File: src/rtl/fifo_wr_arbiter.sv
// -----------------------------------------------------------------------------
// fifo_wr_arbiter
//
// Round-robin arbiter that shares the single write port of a FIFO among
// N_REQ requesters. The winner's index and data word are latched, written to
// the FIFO for one cycle, and the registered write acknowledge is checked.
// An accepted write returns a one-cycle done pulse to the requester. A refused
// write retries the same requester with the same data once the FIFO is no
// longer full.
//
// Optional build macro: FIFO_ARB_STATS_EN
//   defined   : saturating accepted-write and refused-write counters
//   undefined : no counter flops; acc_cnt and retry_cnt are tied to 0
//
// Ports:
//   clk           in   rising-edge clock
//   rst_n         in   asynchronous active-low reset
//   req           in   per-requester request, held until its done bit pulses
//   req_data      in   packed data words, slice i = [i*DATA_WIDTH +: DATA_WIDTH]
//   done          out  one-hot, one-cycle pulse: requester i's write accepted
//   busy          out  high whenever the arbiter is not in ARB
//   fifo_wr_en    out  FIFO write enable
//   fifo_data_in  out  FIFO write data
//   fifo_full     in   FIFO full flag
//   fifo_wr_ack   in   FIFO write acknowledge, valid the cycle after fifo_wr_en
//   fifo_overflow in   FIFO overflow flag, valid the cycle after fifo_wr_en
//   acc_cnt       out  accepted-write count (0 unless FIFO_ARB_STATS_EN)
//   retry_cnt     out  refused-with-overflow count (0 unless FIFO_ARB_STATS_EN)
//
// State | meaning
// ------+----------------------------------------------------------------
// ARB   | idle; pick the next requester from ptr when the FIFO is not full
// WR    | fifo_wr_en asserted with the latched data for this one cycle
// ACK   | sample fifo_wr_ack; done pulse on accept, HOLD on refusal
// HOLD  | refused write parked until fifo_full drops; same idx and data
// -----------------------------------------------------------------------------
module fifo_wr_arbiter #(
    parameter int N_REQ      = 4,
    parameter int DATA_WIDTH = 16
) (
    input  logic                        clk,
    input  logic                        rst_n,
    input  logic [N_REQ-1:0]            req,
    input  logic [N_REQ*DATA_WIDTH-1:0] req_data,
    output logic [N_REQ-1:0]            done,
    output logic                        busy,
    output logic                        fifo_wr_en,
    output logic [DATA_WIDTH-1:0]       fifo_data_in,
    input  logic                        fifo_full,
    input  logic                        fifo_wr_ack,
    input  logic                        fifo_overflow,
    output logic [15:0]                 acc_cnt,
    output logic [15:0]                 retry_cnt
);

    localparam int IW = (N_REQ > 1) ? $clog2(N_REQ) : 1;

    localparam logic [1:0] ST_ARB  = 2'd0;
    localparam logic [1:0] ST_WR   = 2'd1;
    localparam logic [1:0] ST_ACK  = 2'd2;
    localparam logic [1:0] ST_HOLD = 2'd3;

    logic [1:0]            state;
    logic [IW-1:0]         ptr;
    logic [IW-1:0]         idx;
    logic [DATA_WIDTH-1:0] data_q;

    logic [N_REQ-1:0]      cand;
    logic                  win_found;
    logic [IW-1:0]         win_idx;
    logic [DATA_WIDTH-1:0] slice [N_REQ];

    // A requester whose done pulse is out this cycle still has its stale req
    // high; masking with done keeps it from being granted a second time.
    assign cand = req & ~done;

    always_comb begin
        logic [IW:0] pos;
        win_found = 1'b0;
        win_idx   = '0;
        pos       = '0;
        for (int k = 0; k < N_REQ; k++) begin
            slice[k] = req_data[k*DATA_WIDTH +: DATA_WIDTH];
        end
        // Cyclic scan starting at ptr; the explicit subtract keeps the wrap
        // correct for non-power-of-two N_REQ.
        for (int k = 0; k < N_REQ; k++) begin
            pos = {1'b0, ptr} + (IW+1)'(k);
            if (pos >= (IW+1)'(N_REQ)) begin
                pos = pos - (IW+1)'(N_REQ);
            end
            if (!win_found && cand[pos[IW-1:0]]) begin
                win_found = 1'b1;
                win_idx   = pos[IW-1:0];
            end
        end
    end

    always_ff @(posedge clk or negedge rst_n) begin
        if (!rst_n) begin
            state      <= ST_ARB;
            ptr        <= '0;
            idx        <= '0;
            data_q     <= '0;
            fifo_wr_en <= 1'b0;
            done       <= '0;
        end else begin
            done       <= '0;
            fifo_wr_en <= 1'b0;
            case (state)
                ST_ARB: begin
                    if (win_found && !fifo_full) begin
                        idx        <= win_idx;
                        data_q     <= slice[win_idx];
                        fifo_wr_en <= 1'b1;
                        state      <= ST_WR;
                    end
                end
                ST_WR: begin
                    state <= ST_ACK;
                end
                ST_ACK: begin
                    if (fifo_wr_ack) begin
                        done  <= {{(N_REQ-1){1'b0}}, 1'b1} << idx;
                        ptr   <= (idx == IW'(N_REQ - 1)) ? '0 : idx + 1'b1;
                        state <= ST_ARB;
                    end else begin
                        state <= ST_HOLD;
                    end
                end
                ST_HOLD: begin
                    if (!fifo_full) begin
                        fifo_wr_en <= 1'b1;
                        state      <= ST_WR;
                    end
                end
                default: begin
                    state <= ST_ARB;
                end
            endcase
        end
    end

    // data_q is only loaded on a grant, so it doubles as the registered
    // write-data output and stays stable across retries.
    assign fifo_data_in = data_q;
    assign busy         = (state != ST_ARB);

`ifdef FIFO_ARB_STATS_EN
    logic [15:0] acc_q;
    logic [15:0] retry_q;

    always_ff @(posedge clk or negedge rst_n) begin
        if (!rst_n) begin
            acc_q   <= '0;
            retry_q <= '0;
        end else if (state == ST_ACK) begin
            if (fifo_wr_ack) begin
                if (acc_q != 16'hFFFF) begin
                    acc_q <= acc_q + 16'd1;
                end
            end else if (fifo_overflow) begin
                if (retry_q != 16'hFFFF) begin
                    retry_q <= retry_q + 16'd1;
                end
            end
        end
    end

    assign acc_cnt   = acc_q;
    assign retry_cnt = retry_q;
`else
    // Overflow only qualifies the retry counter, which is not built here.
    logic unused_overflow;
    assign unused_overflow = fifo_overflow;
    assign acc_cnt         = '0;
    assign retry_cnt       = '0;
`endif

endmodule
File: config.mk
export PLATFORM = sky130hd
export DESIGN_NAME = fifo_wr_arbiter
export DESIGN_NICKNAME = d
export VERILOG_FILES = /design/src/rtl/fifo_wr_arbiter.sv
export SDC_FILE = /design/constraint.sdc
export NUM_CORES = 1
export LEC_CHECK = 0
export CAP_MARGIN = 20
export CORE_MARGIN = 8
export CORE_UTILIZATION = 40
export CTS_CLUSTER_DIAMETER = 120
export DETAILED_ROUTE_END_ITERATION = 7
export HOLD_SLACK_MARGIN = 0.03
export PLACE_DENSITY = 0.89
export SLEW_MARGIN = 25
export SYNTH_ARGS = -nofsm -noshare
export SYNTH_HDL_FRONTEND = slang
export SYNTH_SLANG_ARGS = --single-unit
File: constraint.sdc
create_clock -name clk -period 4 [get_ports clk]
set_input_delay 1.2 -clock clk [delete_from_list [all_inputs] [get_ports clk]]
set_output_delay 1.2 -clock clk [all_outputs]
set_load 0.02 [all_outputs]
Word-level counts from Yosys, hierarchy flattened
Index checks and enable logic that the tools add are counted.

operators by class
  add/sub/neg operators = 8
  $lt $le $gt $ge = 9
  eq/ne operators = 6
  shift operators = 1
  mux-type cells = 33
  bitwise operators = 3
  reduce and logical (&&, ||, !) cells = 13

operators with widths
  cell                                                        number
  binary-select mux 16 bit (select 2 bit)                     1
  2-to-1 mux 16 bit                                           2
  2-to-1 mux 2 bit                                            12
  >= comparator 3 bit, second input constant                  4
  less-than comparator 2 x 3 -> 1 bit, second input constant  4
  2-to-1 mux 1 bit                                            10
  binary-select mux 1 bit (select 2 bit)                      4
  2-to-1 mux 4 bit                                            2
  one-hot mux 2 bit (4 select lines)                          1
  subtractor 2 x 1 -> 2 bit, second input constant            4
  adder 2 x 2 -> 3 bit, second input constant                 2
  == test 2 bit, second input constant                        3
  AND reduction 2 bit                                         3
  bitwise AND 4 bit                                           1
  logical AND 1 bit                                           4
  logical NOT 1 bit                                           4
  inequality test 2 bit, second input constant                2
  NOT 4 bit                                                   1
  left shift 1 x 2 -> 4 bit, first input constant             1
  adder 2 x 1 -> 3 bit, second input constant                 1
  >= comparator 2 x 3 -> 1 bit, second input constant         1
  NOT 2 -> 3 bit                                              1
  adder 2 x 1 -> 2 bit, second input constant                 1
  == test 2 x 1 -> 1 bit, second input constant               1
  3 further kinds                                             3

word-level totals
  bits in registers = 27
  bits of input ports = 73
  output and inout port bits = 54
  logic and storage cells = 79

Depth between registers and ports, before layout
Gate-level depths: netlist of run 1.

  word-level depth = 18
  depth in mapped cells = 8
  depth with buffers taken out = 6

Worst setup path after synthesis of run 1
Ideal clock, no wire load.

  path type = input to register
  from = in req[0]
  to = reg data_q[10] (netlist: fifo_data_in[10])
  setup time = 0.127 ns
  data arrival time = 2.242 ns
  required time = 3.873 ns
  slack = 1.631 ns
  stages on the path = 6
  buffers on the path = 1
  cell sequence = or3b_4 a21oi_2 nor3_2 buf_6 a221oi_2 a21oi_1

on the way
  word-level cells in the longest chain between the ends = 17
  elaborated cells between the ends (all ways) = 29
  classes of those cells = mux (19); bitwise (2); reduce/logical (8)

RTL lines
  element                                                RTL line  RTL
  start: declaration                                     43        input logic [N_REQ-1:0] req,
  bitwise AND 4 bit *                                    75        assign cand = req & ~done;
  binary-select mux 1 bit (select 2 bit)                 92        if (!win_found && cand[pos[IW-1:0]]) begin
  2-to-1 mux 1 bit (implied by the code)                 92
  2-to-1 mux 1 bit                                       92
  logical NOT 1 bit                                      92
  logical AND 1 bit                                      92
  2-to-1 mux 1 bit                                       92
  logical NOT 1 bit                                      92
  logical AND 1 bit                                      92
  2-to-1 mux 1 bit                                       92
  logical NOT 1 bit                                      92
  logical AND 1 bit                                      92
  2-to-1 mux 2 bit                                       92
  NOT 2 -> 3 bit (implied by the code)                   114       data_q <= slice[win_idx];
  binary-select mux 16 bit (select 2 bit)                114
  2-to-1 mux 16 bit (implied by the code) (2 in series)  114
  end signal: assignment                                 114
  end: declaration                                       66        logic [DATA_WIDTH-1:0] data_q;

Mark *: on every way between the ends. The rest lies on a longest branch, timed or not. The select of a mux whose other input is x is not followed.
A chain may end at the register's enable or synchronous reset.

Worst setup path in the final report of run 1
  from = in req[2]
  to = reg data_q[12] (netlist: fifo_data_in[12])

The elaborated chain is that of the path after synthesis.

==> reports/qor.yml, run 1 <==
status: "finished, final reports clean"
vdd_drop_max_mv: 0.253
grt_pass1_wl_microns: 9260
ys_ff_latch: 27
ys_warn_count: 0
grt-ovfl-total: 0
yosys_most_used_dff: "dfrtp_1"
crit_slowest_cell: "a211oi_4"
gp_congestion: 0.824
drt_pass1_iterations: 4
cp.required_ns: 4.20
crit_path_end_kind: "flip-flop"
critical-path-max-stage-delay_ns: 0.89
postRouteAntennaNets: 0
drc: 0
fmax_mhz: 314
cts_tree: "built"
avgRoutedWirePerCell_microns: 17.0
synth-adder-area-share_pct: 4.96
rsz0062_at_grt: "false"
crit_buf_inv: 1
finalCriticalPeriod_ns: 3.19
dp.final_hpwl_microns: 5010
row_count: 26
drive_gt1_share_pct: 10.4
place_ws_ns: 0.543
cts_buffers: 3
hold_viol_final: 0
drv_slew: 0
fp.dieW_microns: 87.0
drt_wl_total_microns: 6220
synth_edf_count: 0
synth-xor-area-share_pct: 0
hold_buffers: 0
portBuffers: 93
htreeDepth: 1
synth_cell_type_count: 37
p_leak_nw: 1.22
postCtsSetupRepairBufs: 0
synth_area_sq_mm: 0.00202
avgViaCountPerCell: 4.98
fin_crit_sh_pct: 79.7
initial_utilization_pct: 40.5
fin_ws_ns: 0.811
fin_nets: 379
first_iter_violations: 54
path_delay_family: "compound AO/OA/AOI/OAI gates"
via_count: 1827
postCtsResizedCells: 0
muxShareOfSynthArea_pct: 1.05
clk_pin_slew_worst_paths_ns: 0.09
synth-simple-area-share_pct: 11.8
p_per_area_mw_per_mm2: 563
setup_violations: 0
crit_path_max_fanout: 16
grt.total_usage_pct: 15.2
cap_violations: 0
async_reset_ff_share_pct: 100
syn_area_per_cell_sq_um: 9.79
grt_pass1_vias: 1936
tightest_slew_ns: 1.01
synth_cells: 206
crit_path_cell_trace: "clkdlybuf4s50_1, nand2b_1, o21ai_1, a211oi_4, a221oi_1, a21oi_1"
tns_ns: 0
diodes: 0
worstSetupPathType: "in2reg"
slew_headroom_pct: 32.3
boundaryPins: 127
clk_path_buf_depth: 2
clock_skew_ns: 0.00751
synth_top_family_by_area: "compound AO/OA/AOI/OAI gates"
area_delta_synth_final_pct: 42.5
coreArea_sq_mm: 0.00498
crit_arrival_ns: 3.39
synth_compound_area_share_pct: 28.9
ys_seq_area_share_pct: 33.5
grt_max_degree: 28
startpoint_type: "input pin"
design.die.area_sq_mm: 0.00757
hold_class: "reg2reg"
die_h_microns: 87.0
cts_sinks: 27
worstSkewPairLatency_ns: 0.27
cts_root_buf: "clkbuf_8"
antenna_found_initial: 0
==> worst register-to-register path, cell delays in order (launching register included) <==
cell	delay, ns
dfrtp_1	0.37
nand2b_1	0.34
o21ai_1	0.16
a211oi_4	0.89
a221oi_1	0.23
a21oi_1	0.20
==> power by group <==
group	total [mW]	switching [mW]	leakage, nW	internal (mW)
Combinational	0.976	0.539	0.874	0.437
Sequential	0.482	0.0913	0.321	0.391
Clock	0.159	0.0891	0.0255	0.0699
Total	1.62	0.719	1.22	0.898
==> logic make-up (layout without fill, tap and decap cells) <==
family	count (synthesis)	after routing
AO/OA/AOI/OAI	72	72
AND/OR/NAND/NOR	46	46
flip-flops	27	27
multiplexers	2	2
adder cells (fa/ha/maj)	8	8
buffers and inverters	50	110
other	1	32
==> worst paths after layout <==
check | startpoint | endpoint | slack, ns | depth (start not counted)
max in group asynchronous | rst_n | state[1] | 2.44 | 2
max reg2reg | done[2] | fifo_data_in[12] | 1.74 | 5
max | req[2] | fifo_data_in[12] | 0.81 | 6
min in group asynchronous | rst_n | state[0] | 1.30 | 2
min reg2reg | fifo_data_in[5] | fifo_data_in[5] | 0.54 | 2
min | fifo_data_in[5] | fifo_data_in[5] | 0.54 | 2
==> layout make-up <==
cell class	instances	area, sq um
fill	445	2100
multi-input combinational	160	1060
tap	70	87.6
inverter	7	26.3
sequential	27	676
clock buffer	3	41.3
clock inverter	1	5.00
timing repair buffer	99	976
==> synthesized netlist by cell type, types with 2 or more instances <==
master	n	share of area, %
a21oi_1	22	5.5
a221oi_1	6	2.6
a221oi_2	10	7.4
a22oi_1	16	6.0
and3_1	4	1.2
buf_4	33	12
buf_6	7	3.9
clkbuf_8	2	1.4
dfrtp_1	27	33
ha_1	8	5.0
inv_1	7	1.3
nand2_1	7	1.3
nand2b_1	4	1.2
nand3_1	3	0.74
nor2_1	18	3.3
nor2b_1	4	1.2
o211ai_1	2	0.74
o21ai_0	7	1.7
==> per-layer routing <==
layer / share of wire, % / vias to the layer above / track usage (%)
met1: 39 / 886 / 15.9
met2: 53 / 72 / 29.8
met5: 0 / - / 0
li1: - / 865 / -
met4: 0.37 / 0 / 2.66
met3: 7.5 / 4 / 3.68
==> state kept, by name, indices dropped and copies added, names as in the netlist <==
| signal | flops |
|---|---|
| fifo_wr_en | 1 |
| ptr | 2 |
| done | 4 |
| idx | 2 |
| fifo_data_in | 16 |
| state | 2 |
==> cells in the final DEF (no fill, tap or decap), drive strengths merged, types with 2 or more instances in the layout <==
cell type,synthesis,routed
a211oi,2,2
nor2b,4,4
nand3,3,3
a221oi,16,16
nor2,19,19
a22oi,16,16
conb,1,32
and3,4,4
ha,8,8
inv,7,7
buf,41,6
nand2b,5,5
o211ai,3,3
clkbuf,2,3
o21ai,8,8
a21oi,23,23
dfrtp,27,27
clkdlybuf4s50,0,93
nand2,8,8
==> stage by stage <==
stage / total power, mW / util [%] / instance area [sq um] / hold WS, ns / instances
floorplan: 1.12 / - / 2130 / 0.500 / 237
global placement: 1.43 / 56.8 / 2830 / 0.508 / 363
detailed placement: 1.47 / 56.8 / 2830 / 0.524 / 363
CTS: 1.63 / 57.7 / 2870 / 0.547 / 367
global route: 1.73 / 57.7 / 2870 / 0.565 / 367
finish: 1.62 / 57.7 / 2870 / 0.545 / 367
(Power assumes the default switching activity.)
==> run 2, diff against run 1 <==
Settings changed: CORE_UTILIZATION 40 to 34, PLACE_DENSITY 0.89 to 0.8.
Clock period 4 ns to 2.9 ns, I/O delays scaled along.
==> run 2 against run 1 <==
Net effect: worst setup slack got worse by 0.54 ns; clock power up 37%; wire length is 1.0% higher; clock-buffer cell count unchanged; utilization decreased by 7.6 points; clock skew barely moved; non-clock buffer count increased by 5; critical path depth did not move; first-iteration DRC count fell by 56%; power up 38%; critical path type unchanged; largest cell class unchanged.
==> reports/qor.yml, run 2 (synthesized netlist as in run 1, its figures left out) <==
vdd_drop_max_mv: 0.354  # +40%
largest_register_ffs: 16  # unchanged
worstSkewPairLatency_ns: 0.27  # about the same
clk_pin_slew_worst_paths_ns: 0.09  # about the same
die_h_microns: 93.0  # +6.9%
setup_violations: 0  # unchanged
fin_nets: 384  # +1.3%
coreArea_sq_mm: 0.00582  # +17%
slew_headroom_pct: 32.8  # +0.52 points
p_per_area_mw_per_mm2: 768  # +36%
cts_root_buf: "clkbuf_8"
worstSetupPathType: "in2reg"
antenna_found_initial: 0  # unchanged
status: "finished, final reports clean"
grt.total_usage_pct: 13.7  # -1.5 points
mostFrequentLayoutCells: "93 x clkdlybuf4s50_1, 32 x conb_1, 27 x dfrtp_1"
tns_ns: 0  # unchanged
postRouteAntennaNets: 0  # unchanged
via_count: 1831  # +0.22%
postCtsResizedCells: 0  # unchanged
holdWs_ns: 0.535  # -0.0102 ns
postCtsSetupRepairBufs: 0  # unchanged
gp_congestion: 0.824  # +0.11%
boundaryPins: 127  # unchanged
fmax_mhz: 380
post-place-cells: 373  # +2.8%
crit_path_max_fanout: 16  # unchanged
initial_utilization_pct: 34.7  # -5.8 points
rsz0062_at_grt: "false"
drv_slew: 0  # unchanged
clk_path_buf_depth: 2  # unchanged
hold_class: "reg2reg"
dp.final_hpwl_microns: 4980  # -0.45%
portBuffers: 93  # unchanged
cts_tree: "built"
crit_arrival_ns: 2.82  # -0.57 ns
drive_gt1_share_pct: 11.9  # +1.5 points
hold_buffers: 0  # unchanged
drc: 0  # unchanged
hold_viol_final: 0  # unchanged
row_count: 28  # +7.7%
p_leak_nw: 1.24  # +1.9%
place_ws_ns: -0.0653  # -0.609 ns
cts_sinks: 27  # unchanged
design.die.area_sq_mm: 0.00865  # +14%
final.fill_count: 566  # +27%
grt_max_degree: 26  # -7.1%
startpoint_type: "input pin"
instances_no_fill: 377  # +2.7%
avgViaCountPerCell: 4.86  # -2.4%
crit_path_end_kind: "flip-flop"
multiInputGateArea_sq_mm: 0.00106  # unchanged
area_delta_synth_final_pct: 44.7
grt-ovfl-total: 0  # unchanged
cp.required_ns: 3.09  # -1.11 ns
htreeDepth: 1  # unchanged
fin_crit_sh_pct: 90.7
cts_buffers: 3  # unchanged
finalCriticalPeriod_ns: 2.63
seq_area_sq_um: 676  # unchanged
fp.dieW_microns: 93.0  # +6.9%
first_iter_violations: 24  # -56%
cap_violations: 0  # unchanged
fin_ws_ns: 0.270  # -0.542 ns
clock_skew_ns: 0.00726  # -0.000244 ns
drt_pass1_iterations: 4  # unchanged
grt_pass1_wl_microns: 9650  # +4.2%
diodes: 0  # unchanged
drt_wl_total_microns: 6290  # +1.0%
avgRoutedWirePerCell_microns: 16.7  # -1.7%
layout_commonest_cell: "clkdlybuf4s50_1"
tightest_slew_ns: 1.00  # -0.00772 ns
grt_pass1_vias: 1923  # -0.67%
[run 2: cell types whose count changed in the layout (fill, tap and decap cells not counted)]
cell / previous run / this run
buf_4: 6 / 11
[run 2: layout make-up]
type	count	share of cell area (%)
clock buffer	3	1.42
clock inverter	1	0.172
inverter	7	0.901
multi-input combinational	160	36.4
sequential	27	23.2
tap	75	3.22
timing repair buffer	104	34.7
[run 2: metal layers]
| metal | GRT usage [%] | routed length [microns] |
|---|---|---|
| met2 | 26.4 | 3310 |
| met3 | 2.80 | 440 |
| met4 | 2.42 | 17 |
| met5 | 0 | 0 |
| met1 | 15.0 | 2520 |
[run 2: critical path, stage by stage]
cell and delay [ns]:
clkdlybuf4s50_1 0.42, nand2b_1 0.13, o21ai_1 0.12, a211oi_4 0.87
a221oi_1 0.21, a21oi_1 0.21
[run 2: worst paths after layout]
check,start,end,slack [ns],cells after the start
worst max-delay path,req[0],fifo_data_in[0],0.27,6
worst min-delay path,fifo_data_in[15],fifo_data_in[15],0.53,2
worst max register to register,ptr[1],fifo_data_in[0],0.75,5
worst min register to register,fifo_data_in[15],fifo_data_in[15],0.53,2
max in group asynchronous,rst_n,state[0],1.59,2
min in group asynchronous,rst_n,fifo_data_in[1],0.77,1
[run 2: where the power goes]
part	switching, mW	internal, mW
registers	0.133	0.539
logic	0.741	0.608
clock network	0.122	0.0963
total	0.996	1.24
[run 2: metrics by stage]
stage               util [%]  power (mW)  instance area (sq um)
floorplan                  -        1.55                   2130
global placement        49.4        2.00                   2870
detailed placement      49.4        2.04                   2870
CTS                     50.2        2.27                   2920
global route            50.2        2.41                   2920
finish                  50.2        2.24                   2920
==> run 3, diff against run 2 <==
--- a/constraint.sdc
+++ b/constraint.sdc
@@ -3,2 +3,2 @@
 set_output_delay 0.87 -clock clk [all_outputs]
-set_load 0.02 [all_outputs]
+set_load 0.05 [all_outputs]
==> results of run 3 <==
Same layout as run 2 (identical final DEF). Status: finished, final reports clean.
Among the figures that moved: setup slack after layout 0.270 ns -> 0.151 ns; start point of the critical path req[0] -> state[1]; end point of the critical path fifo_data_in[0] -> busy; total power 2.24 mW -> 2.59 mW; worst IR drop on VDD 0.354 mV -> 0.505 mV
